`src/rtl/ram_bus_arbiter.sv`:
```
// ram_bus_arbiter: shares one single-port synchronous RAM between CPU and DMA.
// Fixed CPU priority, with a streak counter that bounds DMA starvation.
module ram_bus_arbiter #(
    parameter int unsigned ADDR_WIDTH     = 16,
    parameter int unsigned DATA_WIDTH     = 8,
    parameter int unsigned MAX_CPU_STREAK = 4
) (
    input  logic                  clk,
    input  logic                  reset,
    input  logic                  cpu_req,
    input  logic                  cpu_we,
    input  logic [ADDR_WIDTH-1:0] cpu_addr,
    input  logic [DATA_WIDTH-1:0] cpu_wdata,
    output logic                  cpu_ack,
    output logic [DATA_WIDTH-1:0] cpu_rdata,
    input  logic                  dma_req,
    input  logic                  dma_we,
    input  logic [ADDR_WIDTH-1:0] dma_addr,
    input  logic [DATA_WIDTH-1:0] dma_wdata,
    output logic                  dma_ack,
    output logic [DATA_WIDTH-1:0] dma_rdata,
    output logic                  ram_we,
    output logic [ADDR_WIDTH-1:0] ram_addr,
    output logic [DATA_WIDTH-1:0] ram_wdata,
    input  logic [DATA_WIDTH-1:0] ram_rdata,
    output logic                  busy,
    output logic                  owner_dma
);

    typedef enum logic [1:0] {
        ST_IDLE   = 2'd0,
        ST_ACCESS = 2'd1,
        ST_RESP   = 2'd2
    } state_e;

    localparam logic [3:0] STREAK_MAX = 4'(MAX_CPU_STREAK);

    state_e                state_q, state_d;
    logic [3:0]            streak_q, streak_d;
    logic                  owner_q, owner_d;
    logic                  we_q, we_d;
    logic [ADDR_WIDTH-1:0] addr_q, addr_d;
    logic [DATA_WIDTH-1:0] wdata_q, wdata_d;

    logic any_req;
    logic grant;
    logic grant_dma;
    logic streak_sat;

    assign any_req    = cpu_req | dma_req;
    assign streak_sat = (streak_q == STREAK_MAX);
    assign grant      = (state_q == ST_IDLE) & any_req;
    // DMA wins when alone, or when the CPU has used up its contested streak
    assign grant_dma  = dma_req & (~cpu_req | streak_sat);

    // State register
    always_ff @(posedge clk or negedge reset) begin
        if (!reset) begin
            state_q <= ST_IDLE;
        end else begin
            state_q <= state_d;
        end
    end

    // Next-state logic
    always_comb begin
        state_d = state_q;
        unique case (state_q)
            ST_IDLE:   if (any_req) state_d = ST_ACCESS;
            ST_ACCESS: state_d = ST_RESP;
            ST_RESP:   state_d = ST_IDLE;
            default:   state_d = ST_IDLE;
        endcase
    end

    // Grant capture and streak bookkeeping
    always_comb begin
        streak_d = streak_q;
        owner_d  = owner_q;
        we_d     = we_q;
        addr_d   = addr_q;
        wdata_d  = wdata_q;
        if (grant) begin
            owner_d = grant_dma;
            if (grant_dma) begin
                we_d     = dma_we;
                addr_d   = dma_addr;
                wdata_d  = dma_wdata;
                streak_d = 4'd0;
            end else begin
                we_d    = cpu_we;
                addr_d  = cpu_addr;
                wdata_d = cpu_wdata;
                if (dma_req && !streak_sat) begin
                    streak_d = streak_q + 4'd1;
                end
            end
        end
    end

    always_ff @(posedge clk or negedge reset) begin
        if (!reset) begin
            streak_q <= 4'd0;
            owner_q  <= 1'b0;
            we_q     <= 1'b0;
            addr_q   <= '0;
            wdata_q  <= '0;
        end else begin
            streak_q <= streak_d;
            owner_q  <= owner_d;
            we_q     <= we_d;
            addr_q   <= addr_d;
            wdata_q  <= wdata_d;
        end
    end

    // Outputs decoded from state so reset clears them without waiting an edge
    always_comb begin
        ram_we    = 1'b0;
        cpu_ack   = 1'b0;
        dma_ack   = 1'b0;
        cpu_rdata = '0;
        dma_rdata = '0;
        unique case (state_q)
            ST_ACCESS: ram_we = we_q;
            ST_RESP: begin
                if (owner_q) begin
                    dma_ack   = 1'b1;
                    dma_rdata = ram_rdata;
                end else begin
                    cpu_ack   = 1'b1;
                    cpu_rdata = ram_rdata;
                end
            end
            default: ;
        endcase
    end

    assign ram_addr  = addr_q;
    assign ram_wdata = wdata_q;
    assign busy      = (state_q != ST_IDLE);
    assign owner_dma = owner_q;

endmodule
```
`config.mk`:
```
export PLATFORM = sky130hd
export DESIGN_NAME = ram_bus_arbiter
export DESIGN_NICKNAME = d
export VERILOG_FILES = /design/src/rtl/ram_bus_arbiter.sv
export SDC_FILE = /design/constraint.sdc
export NUM_CORES = 1
export LEC_CHECK = 0
export CORE_UTILIZATION = 40
export CTS_BUF_LIST = sky130_fd_sc_hd__clkbuf_4 sky130_fd_sc_hd__clkbuf_8 sky130_fd_sc_hd__clkbuf_16
export DETAILED_ROUTE_END_ITERATION = 12
export PLACE_DENSITY = 0.88
export RECOVER_POWER = 50
export REMOVE_ABC_BUFFERS = 1
export SLEW_MARGIN = 10
export SYNTH_ARGS = -nofsm -noshare
export SYNTH_HDL_FRONTEND = slang
export SYNTH_SLANG_ARGS = --single-unit
export TNS_END_PERCENT = 50
```
`constraint.sdc`:
```
create_clock -name clk -period 3.8 [get_ports clk]
set_input_delay 1.14 -clock clk [delete_from_list [all_inputs] [get_ports clk]]
set_output_delay 1.14 -clock clk [all_outputs]
set_load 0.005 [all_outputs]
```
## After elaboration in Yosys (flattened, before gate mapping)

Index checks and enable logic that the tools add are counted.

| word-level totals | value |
|---|---|
| register bits after elaboration | 32 |
| bits of input ports | 62 |
| output and inout bits | 45 |

| operators by class | value |
|---|---|
| add/subtract/negate cells | 1 |
| equal/unequal tests | 4 |
| muxes and demuxes | 16 |
| bitwise logic cells | 5 |
| reductions and logical operators | 6 |

Operators by type and width:

| cell | number |
|---|---|
| 8-bit 2-to-1 mux | 5 |
| 16-bit 2-to-1 mux | 1 |
| 4-bit 2-to-1 mux | 2 |
| 1-bit 2-to-1 mux | 6 |
| 4-bit by 1-bit adder with 4-bit output, second input constant | 1 |
| 4-bit by 3-bit equality test with 1-bit output, second input constant | 1 |
| 2-bit case mux with 2 select lines | 1 |
| 2-bit nonzero test | 2 |
| 1-bit AND | 2 |
| 2-bit by 1-bit equality test with 1-bit output, second input constant | 1 |
| 2-bit equality test, second input constant | 1 |
| 2-bit logical NOT | 1 |
| 2-bit 2-to-1 mux | 1 |
| 2-bit != test, second input constant | 1 |
| 1-bit OR | 2 |
| 2-bit AND reduction | 1 |
| 1-bit logical AND | 1 |
| 1-bit logical NOT | 1 |
| 1-bit inverter | 1 |

## Longest topological paths before layout

| depth | value |
|---|---|
| depth in word-level cells | 5 |
| mapped depth | 6 |
| mapped depth without buffers | 5 |

## Worst setup path before layout

Ideal clock, no wire load.

| timing | value |
|---|---|
| kind | input to output |
| start | in ram_rdata[0] |
| end | out cpu_rdata[0] |
| arrival time | 1.265 ns |
| path slack | 1.395 ns |
| stages on the path | 1 |
| buffers on the path | 0 |
| cells stage by stage | and2_1 |

| between the ends | value |
|---|---|
| longest elaborated chain between the ends | 2 |

RTL lines:

| item | line | source |
|---|---|---|
| start: declaration | 25 | `input logic [DATA_WIDTH-1:0] ram_rdata,` |
| 8-bit 2-to-1 mux | 127 | `if (owner_q) begin` |
| 8-bit 2-to-1 mux | 124 | `unique case (state_q)` |
| end: declaration | 15 | `output logic [DATA_WIDTH-1:0] cpu_rdata,` |

Every way passes these cells.

## Final worst setup path

| timing | value |
|---|---|
| start | in ram_rdata[4] |
| end | out cpu_rdata[4] |

Same word-level chain as after synthesis.

==> flow_metrics.env <==
export IMPL_crit_required_ns=2.66
export IMPL_worstSetupPathType="input port to output port"
export IMPL_ys_seq_area_share_pct=44.63
export IMPL_antenna_found_initial=0
export IMPL_critPathBufInv=2
export IMPL_worst_pin_slew_ns=1.817
export IMPL_rows=23
export IMPL_cts_root_buf="clkbuf_8"
export IMPL_rsz0062_at_grt="no"
export IMPL_cts_tree="built"
export IMPL_core_um2=4144
export IMPL_startpoint="ram_rdata[4]"
export IMPL_worstReg2RegStart="state_q[1]$_DFFE_PN0P_"
export IMPL_drc=0
export IMPL_grt_pass1_wl_um=8114
export IMPL_overflow=0
export IMPL_power_density_nw_per_um2=640.0
export IMPL_via_count=1972
export IMPL_post_drt_wl_per_cell_um=15.71
export IMPL_min_period_ns=3.402
export IMPL_fin_crit_sh_pct=89.54
export IMPL_max_freq_mhz=293.9
export IMPL_clock_skew_ns=0.002993
export IMPL_crit_cells=3
export IMPL_finalSetupViolations=0
export IMPL_synth_warning_count=0
export IMPL_cp_top_family="buffers and inverters"
export IMPL_power_mw=1.930
export IMPL_status="finished, violations left"
export IMPL_routed_wirelength_um=5545
export IMPL_dieArea_um2=4758
export IMPL_avgSynthCellArea_um2=9.016
export IMPL_dr_first_iter_drc_count=135
export IMPL_worstHoldPathCells=1
export IMPL_initial_utilization_pct=43.30
export IMPL_cp_max_fo=2
export IMPL_critPathArrivalTime_ns=2.26
export IMPL_io_buffers=106
export IMPL_cp_slowest_cell="clkdlybuf4s50_1"
export IMPL_cts_hold_buf=0
export IMPL_cts_buffers=5
export IMPL_ant_nets=0
export IMPL_areaGrowthSynthToFinish_pct=68.06
export IMPL_maxCapViolCount=1
export IMPL_nets=366
export IMPL_hp_class="flop to flop"
export IMPL_startpoint_type="input port"
export IMPL_reg2reg_depth=5
export IMPL_hpwl_um=3864
export IMPL_syn_area_um2=1794
export IMPL_cts_setup_buffers=0
export IMPL_netlist_instances=199
export IMPL_crit_top_cell="clkdlybuf4s50_1"
export IMPL_viasPerCell=5.586
export IMPL_io_pins=107
export IMPL_slowest_delay_ns=0.51
export IMPL_fin_setup_tns_ns=0
export IMPL_htree_levels=2
export IMPL_crit_chain="clkdlybuf4s50_1 -> and2_1 -> clkdlybuf4s50_1"
export IMPL_grt_max_degree=52
export IMPL_die_h_um=68.98
export IMPL_drive_gt1_share_pct=6.271
export IMPL_hold_viol=0
export IMPL_clkLatencyLatePin_ns=0.28
export IMPL_leakagePower_nw=1.274
export IMPL_cts_resized=0
export IMPL_clock_path_buffers=2
export IMPL_slew_violations=33
export IMPL_grt_pass1_vias=1776
export IMPL_die_w_um=68.98
export IMPL_layout_common_cells="84 x clkdlybuf4s50_1, 32 x dfrtp_1, 30 x inv_1"
export IMPL_clk_pin_slew_worst_paths_ns=0.07
export IMPL_final_common_cell="clkdlybuf4s50_1"
export IMPL_gr_usage_all_layers_pct=23.66
export IMPL_peakVddDrop_v=0.0004253
export IMPL_slew_headroom_pct=-21.14
export IMPL_first_pass_iters=4
export IMPL_ys_ff_latch=32
export IMPL_cp_end_kind="output port"
export IMPL_clock_sinks=32
export IMPL_violations="max-capacitance violations, max-slew violations"
export IMPL_worstHoldStart="owner_dma$_DFFE_PN0P_"
export IMPL_globalplace_congestion=0.8081
export IMPL_yosysUniqueCellTypes=27
export IMPL_antennaDiodeCount=0
[cell families after synthesis]
family | synth area share, %
AOI/OAI and AO/OA | 15.27
buffers and inverters | 10.81
and+or+nand+nor | 27.89
adders and majority gates | 1.394
DFF | 44.63
[report_power, final]
group / switching, mW / internal, mW
sequential: 0.108 / 0.503
combinational: 0.472 / 0.521
clock: 0.133 / 0.194
total: 0.713 / 1.22
[per-layer routing]
metal / part of all wire, % / routed length (um) / track usage, %
met2: 50 / 2762 / 39.32
met1: 37 / 2049 / 27.82
met3: 12 / 666 / 7.895
met4: 1.2 / 68 / 9.694
met5: 0 / 0 / 0
[cells in the mapped netlist]
master,n,area (um2)
and2_1,17,106.4
ha_1,2,25.02
o311ai_1,1,8.760
buf_2,8,40.04
o221ai_1,25,219.0
inv_1,30,112.6
o21ai_0,1,5.000
nand2b_1,1,6.260
or3b_1,1,8.760
dfrtp_1,32,800.8
a22o_1,1,8.760
nor2_1,1,3.750
o22ai_1,1,6.260
or4_1,1,7.510
o311ai_0,2,17.52
nor3b_1,1,7.510
and3b_1,2,17.52
clkbuf_1,10,37.54
nand2_1,4,15.01
nor2b_1,1,6.260
nand3_1,25,125.1
o21ai_2,1,8.760
nand4b_1,1,8.760
nor3b_2,1,12.51
or2_1,1,6.260
inv_2,1,3.750
nand4_1,27,168.9
[registers in the layout (all words and copies together) (netlist names)]
signal	count
ram_wdata	8
streak_q	4
ram_addr	16
state_q	2
we_q	1
owner_dma	1
[final timing paths]
check / endpoint / slack [ns]
max: cpu_rdata[4] / 0.40
min: owner_dma$_DFFE_PN0P_ / 0.56
max reg2reg: ram_addr[12]$_DFFE_PN0P_ / 1.88
min reg2reg: owner_dma$_DFFE_PN0P_ / 0.56
max in group asynchronous: ram_addr[3]$_DFFE_PN0P_ / 0.87
min in group asynchronous: ram_addr[2]$_DFFE_PN0P_ / 1.88
[final cells by class]
class / instances / area [um2]
clock buffer: 5 / 68.82
clock inverter: 3 / 42.54
fill: 324 / 1129
inverter: 31 / 116.4
multi-input combinational: 118 / 807.0
sequential: 32 / 800.8
tap: 50 / 62.56
timing repair buffer: 114 / 1117
[through the flow]
step | hold slack, ns | cells | setup slack (ns) | cell area (um2) | util, %
2_1_floorplan | 0.4911 | 181 | 0.4816 | 1717 | -
3_3_place_gp | 0.5309 | 345 | 0.4180 | 2908 | 70.17
3_5_place_dp | 0.5375 | 345 | 0.3915 | 2908 | 70.17
4_1_cts | 0.5566 | 353 | 0.3886 | 3019 | 72.86
5_1_grt | 0.5751 | 353 | 0.3388 | 3015 | 72.77
6_report | 0.5601 | 353 | 0.3976 | 3015 | 72.77
Power figures use the tool's default switching activity.
